`config.mk`:
```
export PLATFORM = sky130hd
export DESIGN_NAME = decoder_rr_arbiter
export DESIGN_NICKNAME = d
export VERILOG_FILES = /design/src/rtl/decoder_rr_arbiter.sv
export SDC_FILE = /design/constraint.sdc
export NUM_CORES = 1
export LEC_CHECK = 0
export BUFFER_PORTS_ARGS = -buffer_cell sky130_fd_sc_hd__buf_4
export CAP_MARGIN = 20
export CORE_MARGIN = 1.5
export CORE_UTILIZATION = 40
export CTS_CLUSTER_SIZE = 30
export DETAILED_ROUTE_END_ITERATION = 16
export GPL_TIMING_DRIVEN = 0
export HOLD_SLACK_MARGIN = 0.05
export SYNTH_ARGS = -nofsm -noshare
export SYNTH_HDL_FRONTEND = slang
export SYNTH_SLANG_ARGS = --single-unit
```
`constraint.sdc`:
```
create_clock -name clk -period 4.93 [get_ports clk]
set_input_delay 0 -clock clk [delete_from_list [all_inputs] [get_ports clk]]
set_output_delay 0 -clock clk [all_outputs]
set_load 0.01 [all_outputs]
```
`src/rtl/decoder_rr_arbiter.sv`:
```
// Round-robin arbiter for 4 requesters sharing one resource.
// The winner is kept as a 2-bit address; the one-hot grant bus is the
// registered decode of that address gated by grant_valid. A tenure lasts
// until the winner drops its request or HOLD_MAX cycles elapse (preempt).
// Every tenure is followed by one GAP cycle and one IDLE cycle.
module decoder_rr_arbiter #(
  parameter int HOLD_MAX = 8
) (
  input  logic       clk,
  input  logic       rst,
  input  logic       en,
  input  logic [3:0] req,
  output logic [3:0] grant,
  output logic [1:0] grant_idx,
  output logic       grant_valid,
  output logic       preempt
);

  localparam int CNT_W = $clog2(HOLD_MAX + 1);
  localparam logic [CNT_W-1:0] HOLD_LIM = CNT_W'(HOLD_MAX);

  typedef enum logic [1:0] {
    ST_IDLE  = 2'd0,
    ST_GRANT = 2'd1,
    ST_GAP   = 2'd2
  } state_e;

  state_e           state_q, state_d;
  logic [1:0]       ptr_q, ptr_d;
  logic [CNT_W-1:0] hold_cnt_q, hold_cnt_d;
  logic [1:0]       grant_idx_q, grant_idx_d;
  logic             grant_valid_q, grant_valid_d;
  logic             preempt_q, preempt_d;
  logic [3:0]       grant_q, grant_d;

  logic [1:0]       cand [4];
  logic             win_found;
  logic [1:0]       win_idx;
  logic             preempt_evt;

  // Search order: ptr, ptr+1, ptr+2, ptr+3 (2-bit add wraps 3->0)
  genvar gi;
  generate
    for (gi = 0; gi < 4; gi++) begin : g_cand
      assign cand[gi] = ptr_q + 2'(gi);
    end
  endgenerate

  // First requesting candidate in rotation order wins
  always_comb begin
    win_found = 1'b0;
    win_idx   = ptr_q;
    for (int k = 0; k < 4; k++) begin
      if (!win_found && req[cand[k]]) begin
        win_found = 1'b1;
        win_idx   = cand[k];
      end
    end
  end

  // State register plus all registered outputs
  always_ff @(posedge clk) begin
    if (rst) begin
      state_q       <= ST_IDLE;
      ptr_q         <= 2'd0;
      hold_cnt_q    <= '0;
      grant_idx_q   <= 2'd0;
      grant_valid_q <= 1'b0;
      preempt_q     <= 1'b0;
      grant_q       <= 4'b0000;
    end else begin
      state_q       <= state_d;
      ptr_q         <= ptr_d;
      hold_cnt_q    <= hold_cnt_d;
      grant_idx_q   <= grant_idx_d;
      grant_valid_q <= grant_valid_d;
      preempt_q     <= preempt_d;
      grant_q       <= grant_d;
    end
  end

  // Next-state logic: tenure start, release, preemption and rotation pointer
  always_comb begin
    state_d     = state_q;
    ptr_d       = ptr_q;
    hold_cnt_d  = hold_cnt_q;
    preempt_evt = 1'b0;
    unique case (state_q)
      ST_IDLE: begin
        if (en && win_found) begin
          state_d    = ST_GRANT;
          hold_cnt_d = CNT_W'(1);
        end
      end
      ST_GRANT: begin
        // A request drop wins over the hold limit: that is a normal release
        if (!req[grant_idx_q]) begin
          state_d = ST_GAP;
          ptr_d   = grant_idx_q + 2'd1;
        end else if (hold_cnt_q == HOLD_LIM) begin
          state_d     = ST_GAP;
          ptr_d       = grant_idx_q + 2'd1;
          preempt_evt = 1'b1;
        end else begin
          hold_cnt_d = hold_cnt_q + CNT_W'(1);
        end
      end
      ST_GAP: begin
        state_d    = ST_IDLE;
        hold_cnt_d = '0;
      end
      default: begin
        state_d = ST_IDLE;
      end
    endcase
  end

  // Output logic: next values of the registered outputs, grant = decode(idx) & valid
  always_comb begin
    grant_valid_d = (state_d == ST_GRANT);
    grant_idx_d   = ((state_q == ST_IDLE) && (state_d == ST_GRANT)) ? win_idx : grant_idx_q;
    preempt_d     = preempt_evt;
    grant_d       = 4'b0000;
    for (int k = 0; k < 4; k++) begin
      grant_d[k] = grant_valid_d && (grant_idx_d == 2'(k));
    end
  end

  assign grant       = grant_q;
  assign grant_idx   = grant_idx_q;
  assign grant_valid = grant_valid_q;
  assign preempt     = preempt_q;

endmodule

```
==> impl_metrics.py, run 1 <==
metrics = {
    "outcome": {
        "status": "completed",
    },
    "floorplanning": {
        "ios": 15,
        "core_area_um2": 2020,
        "rows": 16,
        "die-area_um2": 2510,
        "fp.dieH_um": 50.1,
        "die_w_um": 50.1,
        "floorplan.initialDensity_pct": 43.8,
    },
    "timing": {
        "setup_viol": 0,
        "min_period_ns": 2.20,
        "finalWorstSetupSlack_ns": 2.73,
        "slew_headroom_pct": 62.0,
        "rsz0062_at_grt": "false",
        "timing.final.crit_share_pct": 44.6,
        "slew_viol_final": 0,
        "finalSetupTns_ns": 0,
        "tightestPinTransition_ns": 0.568,
        "fin_skew_ns": 0.00690,
        "max_freq_mhz": 455,
        "finalHoldViolations": 0,
    },
    "synth": {
        "synth_async_sr_flop_share_pct": 0,
        "synthCells": 97,
        "syn-num-nets": 109,
        "yosysWarnings": 0,
        "synth_edf_count": 0,
        "ys_ff_latch": 16,
        "synthesis.area_um2": 886,
        "post_synth.cell_area_avg_um2": 9.13,
        "synth_top_flop_cell": "dfxtp_1",
        "synth_cell_types": 36,
        "seq_area_frac_synth_pct": 36.2,
    },
    "clock_tree": {
        "cts-htree-levels": 1,
        "cts_tree": "yes",
        "cts_sinks": 16,
        "clock-root-buffer": "clkbuf_4",
        "clk_latency_ns": 0.28,
        "cts_buffers": 3,
        "clk_pin_slew_ns": 0.10,
        "cts.path.max_buffers": 2,
        "post-cts-setup-buffers": 0,
    },
    "worst_hold_path": {
        "min_to": "grant_idx[1]",
        "min_path_type": "input pin to register",
        "hold_depth": 5,
        "min_from": "req[3]",
    },
    "critical_path": {
        "crit_path_end_kind": "register",
        "cp_max_fo": 10,
        "ff2ff_path_depth": 7,
        "reg2reg_from": "state_q[1]",
        "required_ns": 5.09,
        "r2r_end": "grant[2]",
        "rrSetupSlack_ns": 2.73,
        "slowest_delay_ns": 0.57,
        "path_cells": "inv_1 -> ha_1 -> clkbuf_1 -> and2_1 -> a2111oi_2 -> a31oi_4 -> nor3b_1",
        "crit_family": "compound AO/OA/AOI/OAI gates",
        "critical_path_class": "register to register",
        "cp-start-kind": "register",
        "cp_num_buf_inv": 2,
        "arrival_ns": 2.36,
        "cpMaxStageDelayCell": "a2111oi_2",
    },
    "pwr": {
        "leakage_nw": 0.424,
        "pwr_density_cell_nw_per_um2": 288,
        "ir_worst_vdd_uv": 135,
    },
    "finish": {
        "antenna_cells": 0,
        "syn_to_final_growth_pct": 19.3,
        "drive_above_1_share_pct": 20.9,
        "layout_common_cells": "dfxtp_1, buf_4, nor2_1",
        "fin_nets": 129,
        "layout_commonest_cell": "dfxtp_1",
    },
    "routing": {
        "drc": 0,
        "postRouteAntennaNets": 0,
        "routed_wl_um": 1760,
        "drt_iter0_markers": 3,
        "post_drt_wl_per_cell_um": 12.4,
        "dr.pass1.iters": 3,
        "viasPerCell": 5.24,
        "num_vias": 744,
    },
    "global_routing": {
        "grt_pass1_wl_um": 2930,
        "grt_max_degree": 11,
        "antenna_found_initial": 0,
        "grt_use_total_pct": 15.4,
        "grt_overflow_total": 0,
        "grt_pass1_vias": 677,
    },
    "placed_design": {
        "post-dp-hpwl_um": 1330,
        "place_ws_ns": 2.78,
        "port-buffer-count": 14,
        "place_congestion": 0.727,
    },
    "flow_run": {
        "drv_cap": 0,
    },
}
-- worst register-to-register path, delay by kind of cell (launching register included) --
kind / cells / cell delay (ns)
buffers and inverters: 2 / 0.30
and+or+nand+nor: 2 / 0.39
DFF: 1 / 0.45
adders and majority gates: 1 / 0.18
AOI/OAI and AO/OA: 2 / 0.75
-- metrics by stage --
stage | utilization (%) | area (um2) | hold slack (ns) | std cells | power (W)
after floorplan | - | 886 | 0.194 | 97 | 0.000211
after global placement | 50.7 | 1020 | 0.319 | 138 | 0.000236
after detailed placement | 50.7 | 1020 | 0.325 | 138 | 0.000238
after CTS | 52.3 | 1060 | 0.230 | 142 | 0.000310
after global routing | 52.3 | 1060 | 0.290 | 142 | 0.000324
final | 52.3 | 1060 | 0.243 | 142 | 0.000305
-- layer usage --
metal / vias to the layer above / track usage (%) / wire length, um
met5: - / 0 / 0
met2: 11 / 25.4 / 842
met1: 346 / 19.2 / 844
met4: 0 / 6.94 / 12
met3: 2 / 2.73 / 56
li1: 385 / - / -
-- cell usage after synthesis, types with 2 or more instances --
cell type | instances | area, um2
clkbuf_1 | 2 | 7.51
nand2b_1 | 4 | 25.0
nand3b_1 | 4 | 30.0
o21ai_0 | 5 | 25.0
a211oi_1 | 3 | 22.5
a21oi_1 | 5 | 25.0
inv_1 | 6 | 22.5
nor2b_1 | 4 | 25.0
and3_1 | 2 | 12.5
o21ai_1 | 2 | 10.0
dfxtp_1 | 16 | 320
nand2_1 | 4 | 15.0
nor2_1 | 11 | 41.3
ha_1 | 5 | 62.6
mux2i_1 | 3 | 30.0
-- worst max path at each step --
stage | from | end | slack, ns | cells past startpoint
2_1_floorplan | state_q[1] | grant[2] | 3.01 | 7
3_3_place_gp | state_q[1] | grant[2] | 2.80 | 7
3_5_place_dp | state_q[1] | grant[2] | 2.78 | 7
4_1_cts | state_q[1] | grant[2] | 2.74 | 7
5_1_grt | state_q[1] | grant[2] | 2.59 | 7
6_report | state_q[1] | grant[2] | 2.73 | 7
-- state kept, by name (all words and copies together) (netlist names) --
register	cells
grant	4
hold_cnt_q	4
grant_idx	2
ptr_q	2
state_q	2
grant_valid	1
preempt	1
-- power by group --
part / internal, W / total, W / switching, W / leakage, nW
Sequential: 0.000139 / 0.000149 / 0.00000989 / 0.130
Combinational: 0.0000402 / 0.0000869 / 0.0000467 / 0.280
Clock: 0.0000283 / 0.0000690 / 0.0000406 / 0.0138
-- layout make-up --
type                    count  area [um2]
inverters                   6        22.5
well taps                  27        33.8
clock buffers               3        22.5
flip-flops and latches     16         320
repair buffers             15         115
fillers                   202         965
plain buffers               2        7.51
multi-input cells          73         536
-- what timing repair did --
action / CTS / global route
gates resized for setup: 0 / 0
hold endpoints to repair: 1 / 0
hold buffers: 1 / 0
-- logic make-up (layout without fill, tap and decap cells) --
logic type	after synthesis	in the layout	share of synthesized area, %
simple gates	39	39	25.0
xor+xnor	2	2	1.98
buf+inv	8	26	3.39
flops	16	16	36.2
compound gates	23	23	20.5
mux	4	4	5.93
fa+ha+maj	5	5	7.06
Power figures use the tool's default switching activity.
==> run 2, diff against run 1 <==
==> constraint.sdc (replaced) <==
create_clock -name clk -period 2 [get_ports clk]
set_input_delay 0 -clock clk [delete_from_list [all_inputs] [get_ports clk]]
set_output_delay 0 -clock clk [all_outputs]
set_load 0.01 [all_outputs]
==> impl_metrics.py, run 2 (synthesized netlist as in run 1, its figures left out) <==
metrics = {
    "floorplanning": {
        "floorplan.initialDensity_pct": 43.8,
        "ios": 15,
        "die_w_um": 50.1,
        "die-area_um2": 2510,
        "fp.dieH_um": 50.1,
        "rows": 16,
        "core_area_um2": 2020,
    },
    "routing": {
        "viasPerCell": 5.31,
        "routed_wl_um": 1800,
        "postRouteAntennaNets": 0,
        "num_vias": 760,
        "dr.pass1.iters": 4,
        "drt_iter0_markers": 9,
        "post_drt_wl_per_cell_um": 12.6,
        "drc": 0,
    },
    "pwr": {
        "leakage_nw": 0.441,
        "ir_worst_vdd_uv": 332,
        "pwr_density_cell_nw_per_um2": 701,
    },
    "critical_path": {
        "critPathLaunch": "state_q[1]",
        "arrival_ns": 2.07,
        "reg2reg_from": "state_q[1]",
        "required_ns": 2.16,
        "ff2ff_path_depth": 6,
        "cp_max_fo": 6,
        "critical_path_class": "register to register",
        "crit_path_end_kind": "register",
        "cp-start-kind": "register",
    },
    "finish": {
        "layout_common_cells": "buf_4, nor2_1, dfxtp_1",
        "drive_above_1_share_pct": 29.3,
        "final_util_pct": 54.8,
        "syn_to_final_growth_pct": 25.0,
        "design_area_um2": 1110,
        "fin_nets": 130,
        "antenna_cells": 0,
        "layout_commonest_cell": "buf_4",
    },
    "worst_hold_path": {
        "hold_depth": 5,
        "min_path_type": "input pin to register",
        "min_from": "req[3]",
    },
    "timing": {
        "finalHoldViolations": 0,
        "rsz0062_at_grt": "false",
        "max_freq_mhz": 524,
        "min_period_ns": 1.91,
        "fin_skew_ns": 0.00951,
        "timing.final.crit_share_pct": 95.5,
        "slew_headroom_pct": 68.9,
        "hold_slack_ns": 0.255,
        "setup_viol": 0,
        "slew_viol_final": 0,
        "tightestPinTransition_ns": 0.467,
        "finalSetupTns_ns": 0,
        "finalWorstSetupSlack_ns": 0.0907,
    },
    "placed_design": {
        "port-buffer-count": 14,
        "placed_area_um2": 1020,
        "place_ws_ns": -0.153,
        "post-dp-hpwl_um": 1330,
        "place_congestion": 0.727,
    },
    "global_routing": {
        "grt_pass1_wl_um": 2960,
        "grt_use_total_pct": 15.6,
        "grt_pass1_vias": 676,
        "antenna_found_initial": 0,
        "grt_overflow_total": 0,
        "grt_max_degree": 11,
    },
    "clock_tree": {
        "cts_tree": "yes",
        "cts-htree-levels": 1,
        "cts.path.max_buffers": 2,
        "cts_buffers": 3,
        "clk_pin_slew_ns": 0.10,
        "clock-root-buffer": "clkbuf_4",
        "clk_latency_ns": 0.29,
        "cts_sinks": 16,
    },
    "outcome": {
        "status": "completed",
    },
    "flow_run": {
        "drv_cap": 0,
    },
}
[run 2: cell count changes in the layout (fill, tap and decap cells not counted)]
cell       delta
dfxtp_1       -5
dfxtp_2       +5
buf_4         +2
a2111oi_2     -1
a2111oi_4     +1
clkbuf_1      -1
ha_1          -1
ha_4          +1
nand2_1       -1
nand2_2       +1
nor3b_1       -1
nor3b_2       +1
[run 2: layout make-up]
cell class	count	area (um2)
well taps	27	33.8
flip-flops and latches	16	327
multi-input cells	73	568
plain buffers	1	3.75
fillers	192	915
clock buffers	3	22.5
repair buffers	17	130
inverters	6	22.5
[run 2: layer usage]
layer	global-route usage [%]	vias up	wire length, um
li1	-	390	-
met1	19.8	355	884
met2	25.4	13	836
met3	2.73	2	62
met4	6.94	0	12
met5	0	-	0
[run 2: path summary, 6_finish.rpt]
path | end | slack (ns)
setup / recovery | grant[2] | 0.09
setup reg to reg | grant[2] | 0.09
hold / removal | grant_idx[1] | 0.26
hold reg to reg | hold_cnt_q[1] | 0.48
[run 2: critical path, cell delays in order, from the launching register on]
cell and delay [ns]:
dfxtp_2 0.41, inv_1 0.11, ha_1 0.26, nor2b_1 0.19
a2111oi_4 0.47, a31oi_4 0.16, nor3b_2 0.18
[run 2: power breakdown]
group | leakage [nW] | switching, W | internal [W] | total (W)
combinational | 0.295 | 0.000122 | 0.000112 | 0.000234
clock | 0.0138 | 0.000102 | 0.0000699 | 0.000172
sequential | 0.132 | 0.0000259 | 0.000345 | 0.000371
total | 0.441 | 0.000249 | 0.000527 | 0.000776
[run 2: repair_timing]
action | 4_1_cts | 5_1_grt
endpoints found under the hold margin | 1 | 0
gates resized for setup | 3 | 7
endpoints found under the setup margin | 9 | 8
pin swaps | 1 | 0
buffers inserted | 1 | 1
hold buffers | 1 | 0
[run 2: metrics by stage]
step | power [W] | cells
2_1_floorplan | 0.000521 | 97
3_3_place_gp | 0.000583 | 138
3_5_place_dp | 0.000587 | 138
4_1_cts | 0.000775 | 142
5_1_grt | 0.000822 | 143
6_report | 0.000776 | 143
